<file path="config.mk">
export PLATFORM = sky130hd
export DESIGN_NAME = leitor_aprovados
export DESIGN_NICKNAME = d
export VERILOG_FILES = /design/src/rtl/leitor_aprovados.sv
export SDC_FILE = /design/constraint.sdc
export NUM_CORES = 1
export LEC_CHECK = 0
export ABC_AREA = 1
export BUFFER_PORTS_ARGS = -buffer_cell sky130_fd_sc_hd__buf_2
export CORE_ASPECT_RATIO = 0.6
export CORE_MARGIN = 2
export CORE_UTILIZATION = 45
export DETAILED_ROUTE_END_ITERATION = 8
export PLACE_DENSITY_LB_ADDON = 0.15
export SYNTH_ARGS = -nofsm -noshare
export SYNTH_HDL_FRONTEND = slang
export SYNTH_SLANG_ARGS = --single-unit
</file>
<file path="constraint.sdc">
create_clock -name clk -period 2.28 [get_ports clk]
set_input_delay 0.114 -clock clk [delete_from_list [all_inputs] [get_ports clk]]
set_output_delay 0.114 -clock clk [all_outputs]
set_load 0.05 [all_outputs]
</file>
<file path="src/rtl/leitor_aprovados.sv">
// Consumer of the active-node evaluator output: snapshots an approved batch, writes predecessors,
// and streams approved nodes (lowest slot first) to the valid-neighbour locator.
module leitor_aprovados #(
  parameter int NUM_NA          = 4,
  parameter int ADDR_WIDTH      = 5,
  parameter int DISTANCIA_WIDTH = 5
) (
  input  logic                              clk,
  input  logic                              rst,
  input  logic                              aa_pronto_in,
  input  logic [NUM_NA-1:0]                 aa_aprovado_in,
  input  logic [ADDR_WIDTH*NUM_NA-1:0]      aa_endereco_in,
  input  logic [DISTANCIA_WIDTH*NUM_NA-1:0] aa_distancia_in,
  input  logic [ADDR_WIDTH*NUM_NA-1:0]      aa_anterior_data_in,
  input  logic [ADDR_WIDTH-1:0]             destino_in,
  input  logic                              lvv_ready_in,
  output logic                              la_valid_out,
  output logic [ADDR_WIDTH-1:0]             la_endereco_out,
  output logic [DISTANCIA_WIDTH-1:0]        la_distancia_out,
  output logic                              la_destino_out,
  output logic                              la_anterior_wr_en_out,
  output logic [ADDR_WIDTH-1:0]             la_anterior_addr_out,
  output logic [ADDR_WIDTH-1:0]             la_anterior_data_out,
  output logic                              la_concluido_out,
  output logic                              la_ocupado_out
);

  localparam int IDX_W = (NUM_NA > 1) ? $clog2(NUM_NA) : 1;

  typedef enum logic [1:0] {
    OCIOSO    = 2'd0,
    VARRER    = 2'd1,
    ENVIAR    = 2'd2,
    CONCLUIDO = 2'd3
  } estado_t;

  estado_t                             estado_q, estado_d;
  logic [NUM_NA-1:0]                   pend_q, pend_d;
  logic [ADDR_WIDTH*NUM_NA-1:0]        end_q, end_d;
  logic [DISTANCIA_WIDTH*NUM_NA-1:0]   dist_q, dist_d;
  logic [ADDR_WIDTH*NUM_NA-1:0]        ant_q, ant_d;
  logic [IDX_W-1:0]                    idx_q, idx_d;
  logic                                consumido_q, consumido_d;
  logic                                wr_en_q, wr_en_d;
  logic [ADDR_WIDTH-1:0]               wr_addr_q, wr_addr_d;
  logic [ADDR_WIDTH-1:0]               wr_data_q, wr_data_d;
  logic                                concluido_q, concluido_d;
  logic                                ocupado_q, ocupado_d;

  logic [IDX_W-1:0]                    sel_s;
  logic [ADDR_WIDTH-1:0]               end_cur_s;
  logic [DISTANCIA_WIDTH-1:0]          dist_cur_s;

  // Lowest set slot wins; scanning downward lets the final hit be the smallest index.
  function automatic logic [IDX_W-1:0] menor_idx(input logic [NUM_NA-1:0] mask);
    logic [IDX_W-1:0] r;
    r = '0;
    for (int i = NUM_NA - 1; i >= 0; i--) begin
      if (mask[i]) begin
        r = IDX_W'(i);
      end else begin
        r = r;
      end
    end
    return r;
  endfunction

  assign sel_s      = menor_idx(pend_q);
  assign end_cur_s  = end_q[ADDR_WIDTH*idx_q +: ADDR_WIDTH];
  assign dist_cur_s = dist_q[DISTANCIA_WIDTH*idx_q +: DISTANCIA_WIDTH];

  // Next-state, snapshot capture and registered-output decode.
  always_comb begin
    estado_d    = estado_q;
    pend_d      = pend_q;
    end_d       = end_q;
    dist_d      = dist_q;
    ant_d       = ant_q;
    idx_d       = idx_q;
    wr_en_d     = 1'b0;
    wr_addr_d   = wr_addr_q;
    wr_data_d   = wr_data_q;
    concluido_d = 1'b0;
    if (!aa_pronto_in) begin
      consumido_d = 1'b0;
    end else begin
      consumido_d = consumido_q;
    end

    case (estado_q)
      OCIOSO: begin
        if (aa_pronto_in && !consumido_q) begin
          estado_d = VARRER;
          pend_d   = aa_aprovado_in;
          end_d    = aa_endereco_in;
          dist_d   = aa_distancia_in;
          ant_d    = aa_anterior_data_in;
        end else begin
          estado_d = OCIOSO;
        end
      end
      VARRER: begin
        if (pend_q == '0) begin
          estado_d    = CONCLUIDO;
          concluido_d = 1'b1;
          consumido_d = 1'b1;
        end else begin
          // The write strobe fires only on entry to ENVIAR, so a stall never repeats it.
          estado_d  = ENVIAR;
          idx_d     = sel_s;
          wr_en_d   = 1'b1;
          wr_addr_d = end_q[ADDR_WIDTH*sel_s +: ADDR_WIDTH];
          wr_data_d = ant_q[ADDR_WIDTH*sel_s +: ADDR_WIDTH];
        end
      end
      ENVIAR: begin
        if (lvv_ready_in) begin
          pend_d[idx_q] = 1'b0;
          estado_d      = VARRER;
        end else begin
          estado_d = ENVIAR;
        end
      end
      CONCLUIDO: begin
        estado_d = OCIOSO;
      end
      default: begin
        estado_d = OCIOSO;
      end
    endcase

    ocupado_d = (estado_d != OCIOSO);
  end

  // State and output registers with synchronous reset.
  always_ff @(posedge clk) begin
    if (rst) begin
      estado_q    <= OCIOSO;
      pend_q      <= '0;
      end_q       <= '0;
      dist_q      <= '0;
      ant_q       <= '0;
      idx_q       <= '0;
      consumido_q <= 1'b0;
      wr_en_q     <= 1'b0;
      wr_addr_q   <= '0;
      wr_data_q   <= '0;
      concluido_q <= 1'b0;
      ocupado_q   <= 1'b0;
    end else begin
      estado_q    <= estado_d;
      pend_q      <= pend_d;
      end_q       <= end_d;
      dist_q      <= dist_d;
      ant_q       <= ant_d;
      idx_q       <= idx_d;
      consumido_q <= consumido_d;
      wr_en_q     <= wr_en_d;
      wr_addr_q   <= wr_addr_d;
      wr_data_q   <= wr_data_d;
      concluido_q <= concluido_d;
      ocupado_q   <= ocupado_d;
    end
  end

  assign la_valid_out          = (estado_q == ENVIAR);
  assign la_endereco_out       = la_valid_out ? end_cur_s : '0;
  assign la_distancia_out      = la_valid_out ? dist_cur_s : '0;
  assign la_destino_out        = la_valid_out && (end_cur_s == destino_in);
  assign la_anterior_wr_en_out = wr_en_q;
  assign la_anterior_addr_out  = wr_addr_q;
  assign la_anterior_data_out  = wr_data_q;
  assign la_concluido_out      = concluido_q;
  assign la_ocupado_out        = ocupado_q;

endmodule
</file>
==> impl_metrics.csv <==
group,metric,value,unit
global_route,grt_pass1_vias,3365,
timing,setup_tns,0,ns
timing,slew_headroom,35.23,%
synth,ys_types,25,
routing,drc,0,
worst_setup_path,path_cells,"inv_2 > nand2_2 > nor2_1 > a21oi_1 > nand3_1 > nand2_1 > nand2_1 > nor2_1 > buf_2",
final_layout,fin_area,4616,sq um
final_layout,multi_input_area,1722,sq um
routing,drtIter0Drc,270,
place,hpwl,7.699,mm
clock_network,path_clk_slew,0.06,ns
worst_hold_path,hp-class,"primary input to flop",
final_layout,area_growth,22.84,%
global_route,grtUsageTotal,24.44,%
worst_setup_path,cp.required,2.17,ns
clock_network,cts_inserted_buffers,9,
synth,synth_seq_cells,82,
power,p_int,3017,uW
routing,routed_wl,10.62,mm
final_layout,finish.utilization,57.87,%
clock_network,worstSkewPairLatency,0.33,ns
clock_network,ctsHoldBuffers,0,
clock_network,cts_resized,0,
synth,netlist.top_cell.by_area,"dfxtp_1",
worst_setup_path,arrival,1.96,ns
final_layout,nets,715,
synth,synth_area_leaders,"dfxtp_1 44%, nand2_1 11%, nor2_1 8.5%",
final_layout,diodes,0,
place,post-place-ws,0.3886,ns
global_route,antenna_found_initial,0,
power,p_clk_share,35.1,%
worst_setup_path,cp_max_fo,13,
timing,setup_viol,0,
routing,firstDrtPassIters,5,
timing,slew_violations,0,
timing,skew,0.004150,ns
clock_network,htreeDepth,3,
power,switching_share,32.24,%
worst_setup_path,start_kind,"flop",
routing,avgRoutedWirePerCell,14.08,um
place,dp.cells,739,
routing,ant_nets,0,
timing,layout_setup_ws,0.2015,ns
floorplan,start_util,47.11,%
synth,syn_area,3757,sq um
synth,syn-num-nets,632,
power,ir_worst_vdd,0.4010,mV
power,leakagePower,0.002192,uW
floorplan,io_pins,98,
routing,via_count,3792,
synth,yosys_warnings,0,
floorplan,fp.dieH,74.78,um
place,portBuffers,97,
global_route,grt_max_degree,96,
timing,post-route-min-period,2.078,ns
clock_network,post_cts_buffers,0,
synth,synth_top_area_share,43.69,%
timing,period_share,91.16,%
final_layout,nFillCells,821,
place,place_area,4293,sq um
worst_setup_path,crit_type,"flop to output pin",
synth,dominantRegCellSynth,"dfxtp_1",
worst_setup_path,crit_slowest_cell,"dfxtp_2",
floorplan,die-area,9121,sq um
final_layout,finalNonFillerCells,754,
floorplan,chipWidth,122.0,um
power,combPwrFrac,25.3,%
floorplan,rows,25,
timing,fmax,481.1,MHz
synth,ys_seq_area_share,43.69,%
synth,synthArstFlopShare,0,%
floorplan,core,7976,sq um
global_route,grt_pass1_wl,17.02,mm
clock_network,cts_tree,"yes",
timing,hold_viol_final,0,
power,pwr-share-seq,39.6,%
flow_run,drv_cap,0,
outcome,status,"complete, no violations",
global_route,overflow,0,
clock_network,cts_root_buffer,"clkbuf_16",
synth,synth_edf_count,0,
timing,rsz0062_at_grt,"false",
power,switching_power,1435,uW
place,routabilityCongestion,0.8952,
synth,syn_inst,559,
clock_network,cts_sinks,82,
clock_network,clk_path_buf_depth,2,
routing,viasPerCell,5.029,
worst_setup_path,cpPeakStageDelay,0.48,ns
power,power_per_cell_area,964.7,nW/um^2
timing,worst_pin_slew,0.9705,ns
synth,postSynthAreaPerCell,6.722,sq um
final_layout,drive_above_1_share,20.43,%
worst_setup_path,cp-end-kind,"output pin",
final_layout,register_area,1644,sq um
[synth_stat cells, types with 2 or more instances]
cell and count:
a21oi_1 48, a41oi_1 5, buf_2 15, buf_4 4, clkbuf_1 13, dfxtp_1 82, inv_1 57, inv_2 5
nand2_1 112, nand2_2 2, nand3_1 49, nand3b_1 7, nor2_1 85, nor2_2 2, o21ai_0 61, o21ai_1 3
[power groups by stage]
stage	sequential [uW]	combinational [uW]	clock, uW
CTS	1760	1120	1590
floorplan	1850	752	0
global placement	1790	1100	0
finish	1760	1130	1560
detailed placement	1790	1120	0
global route	1790	1280	1660
[critical path, delay by kind of cell (launching register included)]
| family | cells | cell delay, ns |
|---|---|---|
| DFF | 1 | 0.48 |
| and+or+nand+nor | 6 | 0.51 |
| AOI/OAI and AO/OA | 1 | 0.21 |
| buffers and inverters | 2 | 0.42 |
[layout by cell type, fill, tap and decap left out]
cell,synthesis,final
clkinv_1,1,1
a21oi_1,48,48
nand3_2,1,1
buf_12,0,1
o21ai_0,61,61
nand3b_1,7,7
buf_2,15,97
o21a_1,1,1
clkbuf_8,0,2
a31o_2,1,1
inv_2,5,5
buf_4,4,7
clkbuf_1,13,2
dfxtp_1,82,80
a41oi_1,5,5
nand3_1,49,49
nand2_1,112,112
clkbuf_16,0,9
nor2_4,1,1
o22ai_1,1,1
dfxtp_2,0,2
nor2_2,2,2
nand2_2,2,2
nor2_1,85,85
bufinv_16,0,2
nor3_1,1,1
inv_1,57,57
o21ai_1,3,3
a31oi_1,1,1
[stage by stage]
stage	power, uW	hold slack [ns]
after floorplan	2598	0.2592
after global placement	2888	0.3650
after detailed placement	2910	0.3776
after CTS	4479	0.02221
after global routing	4723	0.03351
final	4453	0.03152
[routing by layer]
metal	wire length [um]	vias to the layer above	share of wire (%)	global-route usage, %
li1	-	1953	-	-
met1	5478	1703	52	36.88
met2	4294	127	40	33.71
met3	768	9	7.2	7.045
met4	77	0	0.73	6.513
met5	0	-	0	0
[state kept, by name (all words and copies together), names as in the netlist, 2 cells and up]
signal and cells:
end_q 20, dist_q 20, pend_q 4, la_anterior_data_out 5
idx_q 2, la_anterior_addr_out 5, ant_q 20, estado_q 2
[logic make-up (layout without fill, tap and decap cells)]
group                  count (synthesis)  after routing  share of synthesized area, %
flip-flops                            82             82                         43.69
AND/OR/NAND/NOR                      260            260                         28.97
AO/OA/AOI/OAI                        121            121                         16.85
buffers and inverters                 96            183                         10.49
[final timing paths]
path,startpoint,end,slack [ns],depth (start not counted)
setup / recovery,idx_q[1],la_destino_out,0.20,9
hold / removal,aa_distancia_in[16],dist_q[16],0.03,3
setup reg to reg,estado_q[0],pend_q[0],0.57,5
hold reg to reg,ant_q[8],ant_q[8],0.46,2
[cell type report]
cell class                      instances  area share (%)
Clock inverter                          2           1.301
Clock buffer                           13           5.638
Multi-Input combinational cell        381           37.30
Inverter                               63           5.123
Tap cell                              108           2.928
Timing Repair Buffer                  105           12.09
Sequential cell                        82           35.62
(Power assumes the default switching activity.)
